File: config.mk
export PLATFORM = sky130hd
export DESIGN_NAME = hdlc_host_ctrl_flat
export DESIGN_NICKNAME = d
export VERILOG_FILES = /design/src/rtl/hdlc_host_ctrl_if.sv /design/src/rtl/hdlc_host_ctrl.sv /design/src/flat_wrapper.sv
export SDC_FILE = /design/constraint.sdc
export NUM_CORES = 1
export LEC_CHECK = 0
export ABC_AREA = 1
export CORE_AREA = 10 10 99 123
export CTS_BUF_LIST = sky130_fd_sc_hd__clkbuf_4
export CTS_CLUSTER_DIAMETER = 200
export CTS_CLUSTER_SIZE = 30
export DETAILED_ROUTE_END_ITERATION = 8
export DIE_AREA = 0 0 109 133
export PLACE_DENSITY = 0.44
export SYNTH_ARGS = -nofsm -noshare
export SYNTH_HDL_FRONTEND = slang
export SYNTH_SLANG_ARGS = --single-unit
File: constraint.sdc
create_clock -name i_clk -period 1.4 [get_ports i_clk]
set_clock_uncertainty 0.1 [all_clocks]
set_input_delay 0.28 -clock i_clk [delete_from_list [all_inputs] [get_ports i_clk]]
set_output_delay 0.28 -clock i_clk [all_outputs]
set_load 0.05 [all_outputs]
File: src/rtl/hdlc_host_ctrl_if.sv
// Bundle of the HDLC core register bus, the outbound/inbound byte streams and
// the event pulses exchanged between the host controller and its environment.
interface hdlc_host_ctrl_if;
  logic [2:0] address;
  logic       write_enable;
  logic       read_enable;
  logic [7:0] data_in;
  logic [7:0] data_out;
  logic       tx_done;
  logic       rx_ready;
  logic       txreq_valid;
  logic [7:0] txreq_data;
  logic       txreq_last;
  logic       txreq_ready;
  logic       tx_abort;
  logic       rxout_valid;
  logic [7:0] rxout_data;
  logic       rxout_last;
  logic       rxout_ready;
  logic       tx_frame_done;
  logic       tx_aborted;
  logic       tx_overlen;
  logic       rx_frame_err;

  modport master (
    output address, write_enable, read_enable, data_in, txreq_ready,
           rxout_valid, rxout_data, rxout_last,
           tx_frame_done, tx_aborted, tx_overlen, rx_frame_err,
    input  data_out, tx_done, rx_ready, txreq_valid, txreq_data, txreq_last,
           tx_abort, rxout_ready
  );

  modport slave (
    input  address, write_enable, read_enable, data_in, txreq_ready,
           rxout_valid, rxout_data, rxout_last,
           tx_frame_done, tx_aborted, tx_overlen, rx_frame_err,
    output data_out, tx_done, rx_ready, txreq_valid, txreq_data, txreq_last,
           tx_abort, rxout_ready
  );
endinterface

File: src/rtl/hdlc_host_ctrl.sv
// Host-side sequencer for the HDLC core register bus: loads and launches TX frames
// and drains received frames, letting RX service interleave while TX is on the line.
module hdlc_host_ctrl #(
  parameter int MAX_TX_BYTES = 126
) (
  input  logic             i_clk,
  input  logic             i_rst,
  hdlc_host_ctrl_if.master bus
);
  localparam logic [2:0] A_TX_SC = 3'd0, A_TX_BUFF = 3'd1, A_RX_SC = 3'd2,
                         A_RX_BUFF = 3'd3, A_RX_LEN = 3'd4;
  localparam logic [7:0] C_TX_ENABLE = 8'h02, C_TX_ABORT = 8'h04, C_RX_DROP = 8'h02;
  localparam logic [7:0] C_LAST_IDX = 8'(MAX_TX_BYTES - 1);

  localparam logic [3:0] S_IDLE = 4'd0, S_TX_WR = 4'd1, S_TX_FLUSH = 4'd2,
                         S_TX_GO = 4'd3, S_TX_WAIT = 4'd4, S_TX_ABT = 4'd5,
                         S_RX_SC = 4'd6, S_RX_LEN = 4'd7, S_RX_RD = 4'd8,
                         S_RX_OUT = 4'd9, S_RX_DROP = 4'd10;

  logic [3:0] r_state;
  logic [3:0] w_state_next;
  logic [3:0] w_ret_state;
  logic       r_phase;
  logic       r_tx_pending;
  logic       r_abort_latched;
  logic [7:0] r_byte_cnt;
  logic [7:0] r_remaining;
  logic [7:0] r_rx_data;
  logic       w_tx_done_seen;
  logic       w_overlen;
  logic       w_status_err;
  logic       w_out_hs;
  logic       w_tx_owned;

  assign w_ret_state    = r_tx_pending ? S_TX_WAIT : S_IDLE;
  assign w_tx_done_seen = (r_state == S_TX_WAIT) && !r_abort_latched && bus.tx_done;
  assign w_overlen      = (r_state == S_TX_WR) && bus.txreq_valid && !bus.txreq_last &&
                          (r_byte_cnt == C_LAST_IDX);
  assign w_status_err   = |bus.data_out[4:2];
  assign w_out_hs       = (r_state == S_RX_OUT) && bus.rxout_ready;
  assign w_tx_owned     = r_tx_pending || (r_state inside {S_TX_WR, S_TX_FLUSH, S_TX_GO});

  // Header reads use r_phase: 0 issues the read, 1 consumes DataOut.
  always_comb begin
    w_state_next = r_state;
    case (r_state)
      S_IDLE: begin
        if (bus.rx_ready)         w_state_next = S_RX_SC;
        else if (bus.txreq_valid) w_state_next = S_TX_WR;
      end
      S_TX_WR: begin
        if (bus.txreq_valid && bus.txreq_last) w_state_next = S_TX_GO;
        else if (w_overlen)                    w_state_next = S_TX_FLUSH;
      end
      S_TX_FLUSH: if (bus.txreq_valid && bus.txreq_last) w_state_next = S_TX_GO;
      S_TX_GO:    w_state_next = S_TX_WAIT;
      S_TX_WAIT: begin
        if (r_abort_latched)   w_state_next = S_TX_ABT;
        else if (bus.tx_done)  w_state_next = S_IDLE;
        else if (bus.rx_ready) w_state_next = S_RX_SC;
      end
      S_TX_ABT:  w_state_next = S_IDLE;
      S_RX_SC:   if (r_phase) w_state_next = w_status_err ? S_RX_DROP : S_RX_LEN;
      S_RX_LEN:  if (r_phase) w_state_next = (bus.data_out == 8'd0) ? S_RX_DROP : S_RX_RD;
      S_RX_RD:   w_state_next = S_RX_OUT;
      S_RX_OUT:  if (w_out_hs) w_state_next = (r_remaining == 8'd1) ? w_ret_state : S_RX_RD;
      S_RX_DROP: w_state_next = w_ret_state;
      default:   w_state_next = S_IDLE;
    endcase
  end

  always_comb begin
    bus.address       = A_TX_SC;
    bus.write_enable  = 1'b0;
    bus.read_enable   = 1'b0;
    bus.data_in       = 8'd0;
    bus.txreq_ready   = 1'b0;
    bus.rxout_valid   = 1'b0;
    bus.rxout_data    = 8'd0;
    bus.rxout_last    = 1'b0;
    bus.tx_frame_done = 1'b0;
    bus.tx_aborted    = 1'b0;
    bus.tx_overlen    = 1'b0;
    bus.rx_frame_err  = 1'b0;
    case (r_state)
      S_TX_WR: begin
        bus.address      = A_TX_BUFF;
        bus.txreq_ready  = 1'b1;
        bus.write_enable = bus.txreq_valid;
        bus.data_in      = bus.txreq_valid ? bus.txreq_data : 8'd0;
        bus.tx_overlen   = w_overlen;
      end
      S_TX_FLUSH: bus.txreq_ready = 1'b1;
      S_TX_GO: begin
        bus.write_enable = 1'b1;
        bus.data_in      = C_TX_ENABLE;
      end
      S_TX_WAIT: bus.tx_frame_done = w_tx_done_seen;
      S_TX_ABT: begin
        bus.write_enable = 1'b1;
        bus.data_in      = C_TX_ABORT;
        bus.tx_aborted   = 1'b1;
      end
      S_RX_SC: begin
        bus.address      = A_RX_SC;
        bus.read_enable  = !r_phase;
        bus.rx_frame_err = r_phase && w_status_err;
      end
      S_RX_LEN: begin
        bus.address     = A_RX_LEN;
        bus.read_enable = !r_phase;
      end
      S_RX_RD: begin
        bus.address     = A_RX_BUFF;
        bus.read_enable = 1'b1;
      end
      S_RX_OUT: begin
        bus.address     = A_RX_BUFF;
        bus.rxout_valid = 1'b1;
        // First cycle forwards DataOut directly so a byte costs only two cycles.
        bus.rxout_data  = r_phase ? bus.data_out : r_rx_data;
        bus.rxout_last  = (r_remaining == 8'd1);
      end
      S_RX_DROP: begin
        bus.address      = A_RX_SC;
        bus.write_enable = 1'b1;
        bus.data_in      = C_RX_DROP;
      end
      default: ;
    endcase
  end

  always_ff @(posedge i_clk or posedge i_rst) begin
    if (i_rst) begin
      r_state         <= S_IDLE;
      r_phase         <= 1'b0;
      r_tx_pending    <= 1'b0;
      r_abort_latched <= 1'b0;
      r_byte_cnt      <= 8'd0;
      r_remaining     <= 8'd0;
      r_rx_data       <= 8'd0;
    end else begin
      r_state <= w_state_next;
      r_phase <= (w_state_next != r_state) ? (w_state_next == S_RX_OUT)
                                           : (r_state inside {S_RX_SC, S_RX_LEN});

      if (r_state == S_TX_GO)
        r_tx_pending <= 1'b1;
      else if (r_state == S_TX_ABT || w_tx_done_seen)
        r_tx_pending <= 1'b0;

      // A completed frame also retires an abort that arrived in the same cycle.
      if (r_state == S_TX_ABT || w_tx_done_seen)
        r_abort_latched <= 1'b0;
      else if (bus.tx_abort && w_tx_owned)
        r_abort_latched <= 1'b1;

      if (r_state == S_IDLE)
        r_byte_cnt <= 8'd0;
      else if (r_state == S_TX_WR && bus.txreq_valid)
        r_byte_cnt <= r_byte_cnt + 8'd1;

      if (r_state == S_RX_LEN && r_phase)
        r_remaining <= bus.data_out;
      else if (w_out_hs)
        r_remaining <= r_remaining - 8'd1;

      if (r_state == S_RX_OUT && r_phase)
        r_rx_data <= bus.data_out;
    end
  end
endmodule

File: src/flat_wrapper.sv
// flat-port wrapper written by rule: the top's interface ports become plain ports
module hdlc_host_ctrl_flat 
#(
  parameter int MAX_TX_BYTES = 126
)
  (i_clk, i_rst, bus_address, bus_write_enable, bus_read_enable, bus_data_in, bus_txreq_ready, bus_rxout_valid, bus_rxout_data, bus_rxout_last, bus_tx_frame_done, bus_tx_aborted, bus_tx_overlen, bus_rx_frame_err, bus_data_out, bus_tx_done, bus_rx_ready, bus_txreq_valid, bus_txreq_data, bus_txreq_last, bus_tx_abort, bus_rxout_ready);
  hdlc_host_ctrl_if bus_i ();
  input  logic i_clk;
  input  logic i_rst;
  output wire logic [$bits(bus_i.address)-1:0] bus_address;
  output wire logic [$bits(bus_i.write_enable)-1:0] bus_write_enable;
  output wire logic [$bits(bus_i.read_enable)-1:0] bus_read_enable;
  output wire logic [$bits(bus_i.data_in)-1:0] bus_data_in;
  output wire logic [$bits(bus_i.txreq_ready)-1:0] bus_txreq_ready;
  output wire logic [$bits(bus_i.rxout_valid)-1:0] bus_rxout_valid;
  output wire logic [$bits(bus_i.rxout_data)-1:0] bus_rxout_data;
  output wire logic [$bits(bus_i.rxout_last)-1:0] bus_rxout_last;
  output wire logic [$bits(bus_i.tx_frame_done)-1:0] bus_tx_frame_done;
  output wire logic [$bits(bus_i.tx_aborted)-1:0] bus_tx_aborted;
  output wire logic [$bits(bus_i.tx_overlen)-1:0] bus_tx_overlen;
  output wire logic [$bits(bus_i.rx_frame_err)-1:0] bus_rx_frame_err;
  input wire logic [$bits(bus_i.data_out)-1:0] bus_data_out;
  input wire logic [$bits(bus_i.tx_done)-1:0] bus_tx_done;
  input wire logic [$bits(bus_i.rx_ready)-1:0] bus_rx_ready;
  input wire logic [$bits(bus_i.txreq_valid)-1:0] bus_txreq_valid;
  input wire logic [$bits(bus_i.txreq_data)-1:0] bus_txreq_data;
  input wire logic [$bits(bus_i.txreq_last)-1:0] bus_txreq_last;
  input wire logic [$bits(bus_i.tx_abort)-1:0] bus_tx_abort;
  input wire logic [$bits(bus_i.rxout_ready)-1:0] bus_rxout_ready;
  assign bus_address = bus_i.address;
  assign bus_write_enable = bus_i.write_enable;
  assign bus_read_enable = bus_i.read_enable;
  assign bus_data_in = bus_i.data_in;
  assign bus_txreq_ready = bus_i.txreq_ready;
  assign bus_rxout_valid = bus_i.rxout_valid;
  assign bus_rxout_data = bus_i.rxout_data;
  assign bus_rxout_last = bus_i.rxout_last;
  assign bus_tx_frame_done = bus_i.tx_frame_done;
  assign bus_tx_aborted = bus_i.tx_aborted;
  assign bus_tx_overlen = bus_i.tx_overlen;
  assign bus_rx_frame_err = bus_i.rx_frame_err;
  assign bus_i.data_out = bus_data_out;
  assign bus_i.tx_done = bus_tx_done;
  assign bus_i.rx_ready = bus_rx_ready;
  assign bus_i.txreq_valid = bus_txreq_valid;
  assign bus_i.txreq_data = bus_txreq_data;
  assign bus_i.txreq_last = bus_txreq_last;
  assign bus_i.tx_abort = bus_tx_abort;
  assign bus_i.rxout_ready = bus_rxout_ready;
  hdlc_host_ctrl #(.MAX_TX_BYTES(MAX_TX_BYTES)) u_core (.i_clk(i_clk), .i_rst(i_rst), .bus(bus_i));
endmodule
==> flow_metrics.py <==
metrics = {
    "yosys": {
        "yosysWarnings": 0,
        "ys_ff_latch": 31,
        "synth.cell_area_um2": 2220,
        "synth_top_family_by_area": "simple AND/OR/NAND/NOR gates",
        "synthAdderAreaFrac_pct": 2.25,
        "syn_nets": 373,
        "synth-xor-area-share_pct": 1.18,
        "syn_inst": 345,
        "synth_seq_area_share_pct": 34.9,
        "syn-mean-instance-area_um2": 6.44,
        "synth_compound_area_share_pct": 10.0,
        "ys_types": 25,
        "synth-simple-area-share_pct": 40.8,
        "synthMuxAreaShare_pct": 0,
    },
    "worst_setup_path": {
        "critPathLaunchType": "flip-flop",
        "critical_path_buf_inv_count": 3,
        "critPathRequiredTime_ns": 1.02,
        "crit_chain": "inv_2 > nor2_4 > nand2_4 > nor2_4 > inv_8 > o21ai_4 > buf_12",
        "worstPathMaxFanout": 8,
        "cp_common_cell": "nor2_4",
        "critical_path.slowest_cell": "dfrtp_1",
        "max_stage_delay_ns": 0.40,
        "path_class": "flip-flop to output pin",
        "cp_top_family": "simple AND/OR/NAND/NOR gates",
        "cp_data_arrival_time_ns": 1.66,
        "endpoint_kind": "output pin",
    },
    "run": {
        "maxCapViolCount": 0,
    },
    "power_and_ir_drop": {
        "comb_power_share_pct": 72.7,
        "peakVddDrop_v": 0.000624,
        "power_w": 0.00738,
        "p_sw_share_pct": 47.4,
        "power_density_nw_per_um2": 1590,
        "power.internal_w": 0.00388,
        "switchingPower_w": 0.00350,
        "p_seq_share_pct": 19.3,
        "clkPwrFrac_pct": 8.0,
        "p_leak_nw": 2.20,
    },
    "floorplan": {
        "coreArea_um2": 9900,
        "num_rows": 41,
        "die_w_um": 109,
        "io_pins": 52,
        "die_h_um": 133,
        "die-area_um2": 14500,
        "start_util_pct": 22.4,
    },
    "global_routing": {
        "grt_pass1_wl_mm": 14.6,
        "grt_remaining_overflow": 0,
        "grt_pass1_vias": 2901,
        "antenna_found_initial": 0,
        "grt_max_degree": 32,
        "grt_use_total_pct": 12.7,
    },
    "worst_hold_path": {
        "hold_class": "primary input to asynchronous set/reset pin",
    },
    "sta": {
        "setup_ws_ns": -0.641,
        "finalSetupViolCount": 57,
        "timing.final.crit_share_pct": 146,
        "min_period_ns": 2.04,
        "max_freq_ghz": 0.490,
        "grt_setup_unrepaired": "yes",
        "drv_slew": 0,
        "worst_pin_slew_ns": 0.316,
        "hold_viol": 0,
        "timing.hold.ws_ns": 0.169,
        "maxSlewHeadroom_pct": 78.9,
    },
    "clocking": {
        "cts_tree": "built",
        "cts_buffer_depth": 2,
        "clock_sinks": 31,
        "cts-buffers-inserted": 5,
        "cts.clk_slew.worst_paths_ns": 0.13,
        "htreeDepth": 2,
        "insertion_delay_ns": 0.35,
        "root_buffer": "clkbuf_4",
    },
    "outcome": {
        "status": "finished with violations",
        "violations": "setup timing",
    },
    "final_layout": {
        "layout_common_cells": "buf_4, nand2_1, inv_1, buf_12, dfrtp_1",
        "diodes": 0,
        "final_nets": 536,
        "area_delta_synth_final_pct": 109,
        "layout_commonest_cell": "buf_4",
        "finish.utilization_pct": 46.9,
        "drive_gt1_share_pct": 49.1,
    },
    "drt": {
        "wirelength_mm": 8.94,
        "ant_nets": 0,
        "initialDrtViolationCount": 71,
        "dr_total_vias": 2731,
        "vias_per_cell": 4.28,
        "drc_errors": 0,
        "wire_per_inst_um": 14.0,
        "drtPass1Iterations": 4,
    },
    "place": {
        "port_buffers": 51,
        "dp_hpwl_mm": 6.86,
        "place_congestion": 0.847,
    },
}
## registers in the layout (all words and copies together) (netlist names)
signal	cells
u_core.r_remaining	8
u_core.r_state	4
u_core.r_abort_latched	1
u_core.r_phase	1
u_core.r_tx_pending	1
u_core.r_byte_cnt	8
u_core.r_rx_data	8
## synth_stat cells, drive strengths merged
cell type / n / share of area [%]
a21oi: 10 / 2.3
buf: 8 / 2.5
dfrtp: 31 / 35
ha: 4 / 2.3
inv: 49 / 8.3
nand2: 108 / 19
nand3: 35 / 7.9
nand4: 8 / 2.3
nor2: 54 / 11
nor3: 3 / 0.68
o21ai: 23 / 5.2
o21bai: 2 / 0.68
o22ai: 2 / 0.56
o31ai: 4 / 1.4
or2: 1 / 0.28
xnor2: 1 / 0.39
xor2: 2 / 0.79
## per-layer routing
metal | global-route usage (%) | up-vias | wire length, µm
met5 | 0 | - | 0
met3 | 2.96 | 10 | 335
met1 | 13.6 | 1261 | 3390
li1 | - | 1425 | -
met4 | 2.86 | 0 | 146
met2 | 24.0 | 35 | 5070
## power by group through the flow
| stage | logic (W) | clock network, W | registers [W] |
|---|---|---|---|
| 2_1_floorplan | 0.00235 | 0 | 0.00135 |
| 3_3_place_gp | 0.00454 | 0 | 0.00139 |
| 3_5_place_dp | 0.00456 | 0 | 0.00140 |
| 4_1_cts | 0.00510 | 0.000620 | 0.00141 |
| 5_1_grt | 0.00577 | 0.000657 | 0.00146 |
| 6_report | 0.00536 | 0.000590 | 0.00142 |
## tightest hold or removal path: cells and delay by family
kind / cells / cell delay [ns]
buffers and inverters: 3 / 0.71
## per-stage QoR
stage,setup TNS (ns),std cells,cell area (µm²),setup slack [ns]
floorplan,-8.91,345,2470,-0.330
global placement,-13.75,607,4070,-0.353
detailed placement,-14.24,607,4070,-0.372
CTS,-22.58,630,4500,-0.662
global route,-28.01,638,4650,-0.721
finish,-23.61,638,4650,-0.641
## kinds of logic after synthesis
group / Yosys count
compound gates: 41
xor+xnor: 3
fa+ha+maj: 4
buf+inv: 57
flops: 31
simple gates: 209
## worst paths after layout
kind	from	end	slack (ns)	cells after the start
worst max-delay path	u_core.r_state[0]$_DFF_PP0_	bus_rxout_data[7]	-0.64	7
worst min-delay path	i_rst	u_core.r_rx_data[5]$_DFFE_PP0P_	0.17	3
worst max register to register	u_core.r_state[3]$_DFF_PP0_	u_core.r_state[0]$_DFF_PP0_	-0.45	10
worst min register to register	u_core.r_rx_data[4]$_DFFE_PP0P_	u_core.r_rx_data[4]$_DFFE_PP0P_	0.42	2
max in group asynchronous	i_rst	u_core.r_state[1]$_DFF_PP0_	0.81	3
min in group i_clk	bus_tx_abort	u_core.r_abort_latched$_DFFE_PP0P_	0.40	3
## layout make-up
cell class / count / area [µm²]
multi-input combinational: 258 / 1710
clock buffer: 6 / 45.0
sequential: 31 / 779
fill: 976 / 5260
inverter: 49 / 203
timing repair buffer: 163 / 1730
clock inverter: 2 / 12.5
tap: 129 / 161
## timing repair
action | CTS | global route
hold buffers | 0 | 0
endpoints found under the setup margin | 58 | 59
gates cloned | 1 | 0
buffers inserted | 18 | 8
pin swaps | 23 | 6
endpoints found under the hold margin | 0 | 0
gates resized for setup | 72 | 25
Note: power is estimated with default switching activity, not from simulation.
